$ cat config.mk
export PLATFORM = sky130hd
export DESIGN_NAME = param_node
export DESIGN_NICKNAME = d
export VERILOG_FILES = /design/src/rtl/param_node_pkg.sv /design/src/rtl/pkt_fifo.sv /design/src/rtl/param_node.sv
export SDC_FILE = /design/constraint.sdc
export NUM_CORES = 1
export LEC_CHECK = 0
export BUFFER_PORTS_ARGS = -buffer_cell sky130_fd_sc_hd__clkbuf_2
export CORE_ASPECT_RATIO = 0.9
export CORE_MARGIN = 1
export CORE_UTILIZATION = 40
export CTS_CLUSTER_SIZE = 25
export DETAILED_ROUTE_END_ITERATION = 6
export GPL_TIMING_DRIVEN = 0
export PLACE_DENSITY = 0.61
export SETUP_SLACK_MARGIN = 0.05
export SYNTH_ARGS = -nofsm -noshare
export SYNTH_HDL_FRONTEND = slang
export SYNTH_HIERARCHICAL = 1
export SYNTH_SLANG_ARGS = --single-unit
$ cat constraint.sdc
create_clock -name clk -period 7.3 [get_ports clk]
set_input_delay 0 -clock clk [delete_from_list [all_inputs] [get_ports clk]]
set_output_delay 0 -clock clk [all_outputs]
set_load 0.005 [all_outputs]
$ cat src/rtl/param_node_pkg.sv
`default_nettype none
// ============================================================================
// Package     : node_pkg
// Description : Shared types for the parametrised endpoint node: the 32-bit
//               packet layout and the outbound/inbound serdes state encodings.
// Revision    : 1.0 - initial release
// ============================================================================
package node_pkg;

    localparam int PKT_W = 32;

    // sourceID occupies the top nibble, so it is the first phit on the link.
    typedef struct packed {
        logic [3:0]  source_id;
        logic [3:0]  dest_id;
        logic [23:0] data;
    } pkt_t;

    typedef enum logic [0:0] {
        TX_IDLE = 1'b0,
        TX_SEND = 1'b1
    } tx_state_t;

    typedef enum logic [0:0] {
        RX_IDLE = 1'b0,
        RX_RECV = 1'b1
    } rx_state_t;

endpackage
`default_nettype wire

$ cat src/rtl/pkt_fifo.sv
`default_nettype none
// ============================================================================
// Module      : pkt_fifo
// Description : Circular-buffer packet queue. Pushes are ignored while full,
//               pops are ignored while empty; the head entry is always
//               visible on o_pop_data.
// Ports       : clk, rst (async, active high)
//               i_push / i_push_data  - enqueue request and data
//               i_pop                 - dequeue request
//               o_pop_data            - current head entry
//               o_full / o_empty      - occupancy flags
//               o_count               - number of stored entries
// Revision    : 1.0 - initial release
// ============================================================================
module pkt_fifo #(
    parameter int WIDTH = 32,
    parameter int DEPTH = 4
) (
    input  logic                       clk,
    input  logic                       rst,
    input  logic                       i_push,
    input  logic [WIDTH-1:0]           i_push_data,
    input  logic                       i_pop,
    output logic [WIDTH-1:0]           o_pop_data,
    output logic                       o_full,
    output logic                       o_empty,
    output logic [$clog2(DEPTH):0]     o_count
);

    localparam int PTR_W = $clog2(DEPTH);
    localparam int CNT_W = PTR_W + 1;

    logic [WIDTH-1:0] mem_q [DEPTH];
    logic [PTR_W-1:0] wr_ptr_q, wr_ptr_d;
    logic [PTR_W-1:0] rd_ptr_q, rd_ptr_d;
    logic [CNT_W-1:0] count_q,  count_d;
    logic             w_push;
    logic             w_pop;

    assign w_push = i_push && !o_full;
    assign w_pop  = i_pop  && !o_empty;

    // DEPTH is a power of two, so pointer overflow is the modulo wrap.
    always_comb begin
        wr_ptr_d = wr_ptr_q;
        rd_ptr_d = rd_ptr_q;
        count_d  = count_q;
        if (w_push) begin
            wr_ptr_d = wr_ptr_q + PTR_W'(1);
        end
        if (w_pop) begin
            rd_ptr_d = rd_ptr_q + PTR_W'(1);
        end
        case ({w_push, w_pop})
            2'b10:   count_d = count_q + CNT_W'(1);
            2'b01:   count_d = count_q - CNT_W'(1);
            default: count_d = count_q;
        endcase
    end

    always_ff @(posedge clk or posedge rst) begin
        if (rst) begin
            wr_ptr_q <= '0;
            rd_ptr_q <= '0;
            count_q  <= '0;
        end else begin
            wr_ptr_q <= wr_ptr_d;
            rd_ptr_q <= rd_ptr_d;
            count_q  <= count_d;
        end
    end

    // Storage needs no reset: contents are only observed behind count_q.
    always_ff @(posedge clk) begin
        if (w_push) begin
            mem_q[wr_ptr_q] <= i_push_data;
        end
    end

    assign o_pop_data = mem_q[rd_ptr_q];
    assign o_full     = (count_q == CNT_W'(DEPTH));
    assign o_empty    = (count_q == '0);
    assign o_count    = count_q;

endmodule
`default_nettype wire

$ cat src/rtl/param_node.sv
`default_nettype none
// ============================================================================
// Module      : param_node
// Description : Endpoint node between the packet interface and a router
//               link. Outbound packets are queued and serialised MSB-first
//               into PHIT_W-bit phits; inbound phits are reassembled into a
//               packet. The two directions run independently.
// Parameters  : PHIT_W  - link phit width (4, 8, 16 or 32)
//               Q_DEPTH - outbound queue entries (power of two, >= 2)
// Ports       : clk, rst (async, active high)
//               pkt_in, pkt_in_avail, cQ_full, pkt_in_drop  - packet ingress
//               free_outbound, put_outbound, payload_outbound - link out
//               put_inbound, payload_inbound, free_inbound    - link in
//               pkt_out, pkt_out_avail                        - packet egress
// Options     : NODE_STATS_EN adds tx_pkt_cnt, rx_pkt_cnt, drop_cnt
//               (16-bit wrapping traffic counters).
// Revision    : 1.0 - initial release
// ============================================================================
module param_node
    import node_pkg::*;
#(
    parameter int PHIT_W  = 8,
    parameter int Q_DEPTH = 4
) (
    input  logic              clk,
    input  logic              rst,
    input  logic [31:0]       pkt_in,
    input  logic              pkt_in_avail,
    output logic              cQ_full,
    output logic              pkt_in_drop,
    input  logic              free_outbound,
    output logic              put_outbound,
    output logic [PHIT_W-1:0] payload_outbound,
    input  logic              put_inbound,
    input  logic [PHIT_W-1:0] payload_inbound,
    output logic              free_inbound,
    output logic [31:0]       pkt_out,
    output logic              pkt_out_avail
`ifdef NODE_STATS_EN
    ,
    output logic [15:0]       tx_pkt_cnt,
    output logic [15:0]       rx_pkt_cnt,
    output logic [15:0]       drop_cnt
`endif
);

    localparam int N_PHITS = PKT_W / PHIT_W;
    localparam int CNT_W   = 6;
    localparam logic [CNT_W-1:0] LAST_PHIT = CNT_W'(N_PHITS - 1);
    localparam int QC_W    = $clog2(Q_DEPTH) + 1;

    // ---------------- outbound queue ----------------
    pkt_t             w_head;
    logic             w_q_full;
    logic             w_q_empty;
    logic [QC_W-1:0]  w_q_count;
    logic             w_tx_start;
    logic             w_tx_done;

    pkt_fifo #(
        .WIDTH (PKT_W),
        .DEPTH (Q_DEPTH)
    ) u_queue (
        .clk         (clk),
        .rst         (rst),
        .i_push      (pkt_in_avail),
        .i_push_data (pkt_in),
        .i_pop       (w_tx_start),
        .o_pop_data  (w_head),
        .o_full      (w_q_full),
        .o_empty     (w_q_empty),
        .o_count     (w_q_count)
    );

    assign cQ_full = (w_q_count == QC_W'(Q_DEPTH));

    logic pkt_in_drop_q, pkt_in_drop_d;

    // A full queue drops the arrival even if a pop frees a slot this cycle.
    assign pkt_in_drop_d = pkt_in_avail && w_q_full;

    // ---------------- outbound serialiser ----------------
    tx_state_t        tx_state_q, tx_state_d;
    logic [PKT_W-1:0] tx_sr_q,    tx_sr_d;
    logic [CNT_W-1:0] tx_cnt_q,   tx_cnt_d;

    always_comb begin
        tx_state_d = tx_state_q;
        tx_sr_d    = tx_sr_q;
        tx_cnt_d   = tx_cnt_q;
        w_tx_start = 1'b0;
        w_tx_done  = 1'b0;
        case (tx_state_q)
            TX_IDLE: begin
                if (!w_q_empty && free_outbound) begin
                    w_tx_start = 1'b1;
                    tx_sr_d    = w_head;
                    tx_cnt_d   = '0;
                    tx_state_d = TX_SEND;
                end
            end
            TX_SEND: begin
                tx_sr_d = tx_sr_q << PHIT_W;
                if (tx_cnt_q == LAST_PHIT) begin
                    w_tx_done  = 1'b1;
                    tx_state_d = TX_IDLE;
                end else begin
                    tx_cnt_d = tx_cnt_q + CNT_W'(1);
                end
            end
            default: tx_state_d = TX_IDLE;
        endcase
    end

    assign put_outbound     = (tx_state_q == TX_SEND);
    assign payload_outbound = put_outbound ? tx_sr_q[PKT_W-1 -: PHIT_W] : '0;

    // ---------------- inbound deserialiser ----------------
    rx_state_t        rx_state_q, rx_state_d;
    logic [PKT_W-1:0] rx_sr_q,    rx_sr_d;
    logic [CNT_W-1:0] rx_cnt_q,   rx_cnt_d;
    logic [PKT_W-1:0] pkt_out_q,  pkt_out_d;
    logic             pkt_out_avail_q, pkt_out_avail_d;
    logic [PKT_W-1:0] w_rx_shift;

    // Phits enter at the bottom and move up, so phit 0 ends in the top bits.
    assign w_rx_shift = (rx_sr_q << PHIT_W) | PKT_W'(payload_inbound);

    always_comb begin
        rx_state_d      = rx_state_q;
        rx_sr_d         = rx_sr_q;
        rx_cnt_d        = rx_cnt_q;
        pkt_out_d       = pkt_out_q;
        pkt_out_avail_d = 1'b0;
        case (rx_state_q)
            RX_IDLE: begin
                if (put_inbound) begin
                    if (N_PHITS == 1) begin
                        pkt_out_d       = PKT_W'(payload_inbound);
                        pkt_out_avail_d = 1'b1;
                    end else begin
                        rx_sr_d    = PKT_W'(payload_inbound);
                        rx_cnt_d   = CNT_W'(1);
                        rx_state_d = RX_RECV;
                    end
                end
            end
            RX_RECV: begin
                // put_inbound low is a wait cycle; there is no timeout.
                if (put_inbound) begin
                    if (rx_cnt_q == LAST_PHIT) begin
                        pkt_out_d       = w_rx_shift;
                        pkt_out_avail_d = 1'b1;
                        rx_state_d      = RX_IDLE;
                    end else begin
                        rx_sr_d  = w_rx_shift;
                        rx_cnt_d = rx_cnt_q + CNT_W'(1);
                    end
                end
            end
            default: rx_state_d = RX_IDLE;
        endcase
    end

    assign free_inbound  = (rx_state_q == RX_IDLE);
    assign pkt_out       = pkt_out_q;
    assign pkt_out_avail = pkt_out_avail_q;
    assign pkt_in_drop   = pkt_in_drop_q;

    always_ff @(posedge clk or posedge rst) begin
        if (rst) begin
            tx_state_q      <= TX_IDLE;
            tx_sr_q         <= '0;
            tx_cnt_q        <= '0;
            rx_state_q      <= RX_IDLE;
            rx_sr_q         <= '0;
            rx_cnt_q        <= '0;
            pkt_out_q       <= '0;
            pkt_out_avail_q <= 1'b0;
            pkt_in_drop_q   <= 1'b0;
        end else begin
            tx_state_q      <= tx_state_d;
            tx_sr_q         <= tx_sr_d;
            tx_cnt_q        <= tx_cnt_d;
            rx_state_q      <= rx_state_d;
            rx_sr_q         <= rx_sr_d;
            rx_cnt_q        <= rx_cnt_d;
            pkt_out_q       <= pkt_out_d;
            pkt_out_avail_q <= pkt_out_avail_d;
            pkt_in_drop_q   <= pkt_in_drop_d;
        end
    end

`ifdef NODE_STATS_EN
    // ---------------- traffic counters ----------------
    logic [15:0] tx_pkt_cnt_q, tx_pkt_cnt_d;
    logic [15:0] rx_pkt_cnt_q, rx_pkt_cnt_d;
    logic [15:0] drop_cnt_q,   drop_cnt_d;

    always_comb begin
        tx_pkt_cnt_d = tx_pkt_cnt_q + (w_tx_done       ? 16'd1 : 16'd0);
        rx_pkt_cnt_d = rx_pkt_cnt_q + (pkt_out_avail_q ? 16'd1 : 16'd0);
        drop_cnt_d   = drop_cnt_q   + (pkt_in_drop_q   ? 16'd1 : 16'd0);
    end

    always_ff @(posedge clk or posedge rst) begin
        if (rst) begin
            tx_pkt_cnt_q <= '0;
            rx_pkt_cnt_q <= '0;
            drop_cnt_q   <= '0;
        end else begin
            tx_pkt_cnt_q <= tx_pkt_cnt_d;
            rx_pkt_cnt_q <= rx_pkt_cnt_d;
            drop_cnt_q   <= drop_cnt_d;
        end
    end

    assign tx_pkt_cnt = tx_pkt_cnt_q;
    assign rx_pkt_cnt = rx_pkt_cnt_q;
    assign drop_cnt   = drop_cnt_q;
`endif

endmodule
`default_nettype wire

==> results of run 1 <==
## routing by layer
metal	up-vias	GRT usage [%]
met4	0	4.31
met2	110	27.3
met3	27	2.80
li1	2493	-
met1	2756	21.2
met5	-	0
## flip-flops by register name, summed over array words and instances, names as in the netlist, 3 cells and up
name             count
u_queue/o_count      3
tx_sr_q             32
rx_cnt_q             6
pkt_out             32
tx_cnt_q             6
u_queue/mem_q      128
rx_sr_q             24
## final cells by class
| cell class | count | area [um2] |
|---|---|---|
| buffer | 30 | 220 |
| timing repair buffer | 137 | 973 |
| sequential | 239 | 6620 |
| antenna | 1 | 2.50 |
| tap | 302 | 378 |
| clock inverter | 11 | 153 |
| multi-input combinational | 290 | 2770 |
| inverter | 30 | 115 |
| fill | 1985 | 11600 |
| clock buffer | 37 | 763 |
## synth_stat cells (9+ instances only)
library cell    n
clkbuf_1       10
inv_1          30
o21ai_0        32
mux2_2         14
mux4_2         28
mux2i_1        47
nand2_1        62
edfxtp_1      128
and2_1         13
mux2_4         28
dfrtp_1       111
a21oi_1         9
## cell families after synthesis
group           after synthesis  synth area share [%]
mux                         121                  18.4
flops                       239                  68.1
compound gates               51                  3.09
buf+inv                      60                  3.42
xor+xnor                      8                 0.721
simple gates                102                  5.16
fa+ha+maj                     8                  1.11
## per-stage QoR
step	area [um2]	std cells	hold slack (ps)	setup WS, ps
finish	12000	1077	60.3	4430
global route	12000	1077	102	4230
CTS	12000	1076	63.9	4400
detailed placement	10600	984	-28.5	4430
global placement	10500	980	-68.8	3360
floorplan	9720	589	-197	4570
## worst min-delay path by stage
stage                              from                   to  slack [ps]  depth (start not counted)
after detailed placement            rst  u_queue/wr_ptr_q[1]         -30                          2
after global placement              rst  u_queue/wr_ptr_q[1]         -70                          2
after floorplan                     rst   u_queue/o_count[0]        -200                          1
final                               rst          pkt_in_drop          60                          3
after CTS                 free_outbound          tx_sr_q[16]          60                          5
after global routing      free_outbound          tx_sr_q[16]         100                          5
## worst max-delay path, delay by kind of cell, from the launching register on
family	cells	cell delay, ps
flops	1	460
simple gates	3	650
compound gates	1	170
buf+inv	3	690
mux	1	160
fa+ha+maj	2	630
## power by group
| part | internal (mW) | switching [mW] |
|---|---|---|
| clock network | 0.866 | 0.511 |
| registers | 1.81 | 0.187 |
| logic | 0.654 | 0.653 |
| total | 3.33 | 1.35 |
==> reports/results.tsv, run 1 <==
stage	metric	value	unit
critical_path	crit_path_start_kind	register	
floorplanning	core_area	0.0236	mm2
place	place_hpwl	12700	um
route	drtIter0Drc	331	
critical_path	slowest_stage	dfrtp_1	
cells_and_area	area_growth	23.4	%
critical_path	endpoint_kind	register	
status	status	complete, but fails checks	
power	cellLeakagePower	5.11	nW
synthesis	synth_top_cell_area_share	39.6	%
synthesis	synth_area	0.00972	mm2
route	drc	2	
route	wl_per_cell	18.1	um
clocking	root_buffer	clkbuf_16	
cells_and_area	final_util	50.8	%
global_routing	grt.overflow.total	0	
synthesis	async_reset_ff_share	46.4	%
job	drv_cap	0	
synthesis	yosys-top-cells-area	edfxtp_1, dfrtp_1, mux4_2	
clocking	clockBufferDepth	3	
floorplanning	std_cell_rows	53	
global_routing	antenna_found_initial	1	
critical_path	arrival	3300	ps
cells_and_area	final_common_cell	edfxtp_1	
route	wirelength	19500	um
timing	setup_viol	0	
route	highest_layer	met4	
global_routing	grt_max_degree	70	
synthesis	synth_edf_count	128	
route	drt-vias-per-instance	5.00	
critical_path	regToRegSetupSlack	4430	ps
route	wl_met2	9670	um
clocking	hold_buffers	44	
critical_path	cp_max_fo	10	
clocking	cts-resized-gates	0	
timing	slew_violations	0	
route	drt_first_pass_iters	7	
floorplanning	die_area	0.0249	mm2
timing	fmax	348	MHz
synthesis	synth_seq_cells	239	
status	failed_checks	design-rule violations	
cells_and_area	layout-drive-gt1-share	30.0	%
floorplanning	io-pin-count	90	
critical_path	cp.required	7730	ps
timing	slew_headroom	35.7	%
clocking	cts-buffers-inserted	26	
timing	hold_viol_final	0	
timing	fin_skew	8.57	ps
place	routabilityCongestion	0.808	
timing	setup_tns	0	ps
place	portBuffers	89	
floorplanning	fp.dieH	150	um
power	report.power.total	4.68	mW
cells_and_area	final_nets	807	
global_routing	first_global_vias	5695	
synthesis	synthesis.nets	642	
synthesis	yosysTopAreaCell	edfxtp_1	
synthesis	synth-main-ff-cell	edfxtp_1	
critical_path	ff2ff_path_depth	10	
critical_path	r2r_start	u_queue/o_count[0]	
synthesis	synth.distinct_cells	46	
floorplanning	start_util	41.2	%
critical_path	path_class	register to register	
critical_path	crit_start	u_queue/o_count[0]	
route	vias	5386	
timing	finalCriticalPeriod	2870	ps
global_routing	grt_first_pass_wirelength	30800	um
timing	tightestPinTransition	964	ps
global_routing	grt_use_total	16.0	%
clocking	cts.sinks	239	
route	antenna_left	0	
clocking	cts_tree	built	
route	m1WireLength	8640	um
critical_path	crit_chain	nor3_1 > nand2b_1 > buf_2 > clkbuf_1 > nor2_1 > o31a_1 > ha_1 > inv_1 > fa_1 > mux2i_1	
worst_hold_path	hp-class	primary input to asynchronous set/reset pin	
clocking	clk_pin_slew	60	ps
floorplanning	dieWidth	166	um
power	peakVddDrop	0.000211	V
synthesis	syn_inst	589	
timing	fin_crit_sh	39.3	%
clocking	clkLatencyLatePin	520	ps
critical_path	timing.rr.end	u_queue/o_count[1]	
clocking	htreeDepth	1	
critical_path	cp-endpoint	u_queue/o_count[1]	
synthesis	syn-mean-instance-area	16.5	um2
timing	rsz0062_at_grt	no	
cells_and_area	layout.cells.most_common_list	edfxtp_1, dfrtp_1, clkbuf_2	
synthesis	ys_seq_area_share	68.1	%
clocking	postCtsSetupBuffers	0	
critical_path	crit_path_max_incr_delay	460	ps
synthesis	yosysWarnings	6	
power	powerDensity	390	mW/mm2
route	wl_met3	763	um
No activity file was read; power rests on OpenSTA's default activity.
==> inputs of run 2 (changes only) <==
Clock period 7.3 ns to 3 ns, I/O delays scaled along.
==> reports/results.tsv, run 2 (synthesized netlist as in run 1, its figures left out) <==
stage	metric	value	unit
timing	fin_crit_sh	85.4	%
cells_and_area	area_growth	23.4	%
route	vias	5371	
route	drc	2	
clocking	postCtsSetupBuffers	0	
floorplanning	die_area	0.0249	mm2
route	drt-vias-per-instance	4.99	
clocking	htreeDepth	1	
place	placed_area	0.0106	mm2
global_routing	grt_use_total	16.0	%
status	failed_checks	design-rule violations	
critical_path	path_class	register to register	
route	antenna_left	0	
clocking	cts.sinks	239	
global_routing	grt.overflow.total	0	
cells_and_area	largest-register	u_queue/mem_q	
cells_and_area	fin_cells	1076	
clocking	clkLatencyLatePin	520	ps
timing	finalCriticalPeriod	2560	ps
global_routing	antenna_found_initial	1	
timing	tightestPinTransition	974	ps
power	peakVddDrop	0.000512	V
floorplanning	core_area	0.0236	mm2
global_routing	met1_usage	21.2	%
timing	slew_violations	0	
power	powerDensity	950	mW/mm2
worst_hold_path	hp-class	primary input to asynchronous set/reset pin	
critical_path	cp.required	3430	ps
route	wirelength	19500	um
status	status	complete, but fails checks	
clocking	clk_pin_slew	60	ps
global_routing	use_met3	2.80	%
route	drtIter0Drc	345	
cells_and_area	largest_register_ff_count	128	
critical_path	cp_max_fo	14	
timing	fmax	390	MHz
floorplanning	io-pin-count	90	
floorplanning	fp.dieH	150	um
timing	setup_viol	0	
cells_and_area	layout.cells.most_common_list	edfxtp_1, dfrtp_1, clkbuf_2	
power	cellLeakagePower	5.11	nW
place	place_inst	984	
timing	setup_tns	0	ps
floorplanning	start_util	41.2	%
cells_and_area	layout-drive-gt1-share	30.0	%
critical_path	endpoint_kind	register	
global_routing	grt.busiest_layer	met2	
place	place_hpwl	12700	um
global_routing	grt_max_degree	70	
global_routing	grt_first_pass_wirelength	30800	um
floorplanning	std_cell_rows	53	
timing	hold_viol_final	0	
route	wl_per_cell	18.1	um
clocking	clockBufferDepth	3	
clocking	cts_tree	built	
clocking	cts-buffers-inserted	26	
clocking	cts-resized-gates	0	
cells_and_area	final_area	0.0120	mm2
place	portBuffers	89	
floorplanning	dieWidth	166	um
place	routabilityCongestion	0.808	
global_routing	first_global_vias	5695	
critical_path	crit_path_start_kind	register	
job	drv_cap	0	
cells_and_area	final_nets	806	
global_routing	use_met2	27.3	%
timing	holdWs	55.8	ps
cells_and_area	final_common_cell	edfxtp_1	
timing	slew_headroom	35.1	%
clocking	root_buffer	clkbuf_16	
timing	fin_skew	7.70	ps
critical_path	arrival	2990	ps
timing	rsz0062_at_grt	no	
route	drt_first_pass_iters	6	
## run 2: timing repair
action	in CTS	in global routing
endpoints found under the setup margin	0	2
hold buffers	44	0
hold endpoints to repair	266	0
## run 2: through the flow
step	setup slack (ps)	util [%]	total power, mW
detailed placement	129	45.1	8.12
finish	438	50.8	11.4
CTS	98.9	50.8	11.5
global route	271	50.8	12.0
global placement	-943	44.7	7.94
floorplan	268	-	6.95
## run 2: path summary, 6_finish.rpt
kind	startpoint	end	slack, ps	cells after the start
worst max-delay path	u_queue/o_count[0]	u_queue/o_count[1]	440	9
worst min-delay path	rst	pkt_in_drop	60	3
worst max register to register	u_queue/o_count[0]	u_queue/o_count[1]	440	9
worst min register to register	tx_sr_q[21]	tx_sr_q[29]	480	2
max in group asynchronous	rst	rx_sr_q[8]	2220	4
min in group clk	free_outbound	tx_sr_q[4]	60	5
## run 2: power breakdown
group | switching (mW) | internal, mW
Combinational | 1.59 | 1.59
Clock | 1.24 | 2.11
Sequential | 0.454 | 4.41
Total | 3.28 | 8.11
## run 2: final cells by class
| type | count | area, um2 |
|---|---|---|
| Tap cell | 302 | 378 |
| Buffer | 29 | 216 |
| Inverter | 30 | 115 |
| Antenna cell | 1 | 2.50 |
| Sequential cell | 239 | 6620 |
| Clock inverter | 11 | 153 |
| Multi-Input combinational cell | 290 | 2770 |
| Clock buffer | 37 | 763 |
| Fill cell | 1984 | 11600 |
| Timing Repair Buffer | 137 | 973 |
## run 2: metal layers
metal | routed length (um) | vias up
met3 | 692 | 27
met5 | 0 | -
met2 | 9660 | 99
met1 | 8730 | 2750
met4 | 382 | 0
li1 | - | 2495
## run 2: critical path, stage by stage, from the launching register on
cell and delay [ps]:
dfrtp_1 460, nor3_1 400, nand2b_1 160, buf_2 300, nor2_1 110, o31a_1 170
ha_1 230, inv_1 80, fa_1 400, mux2i_1 170
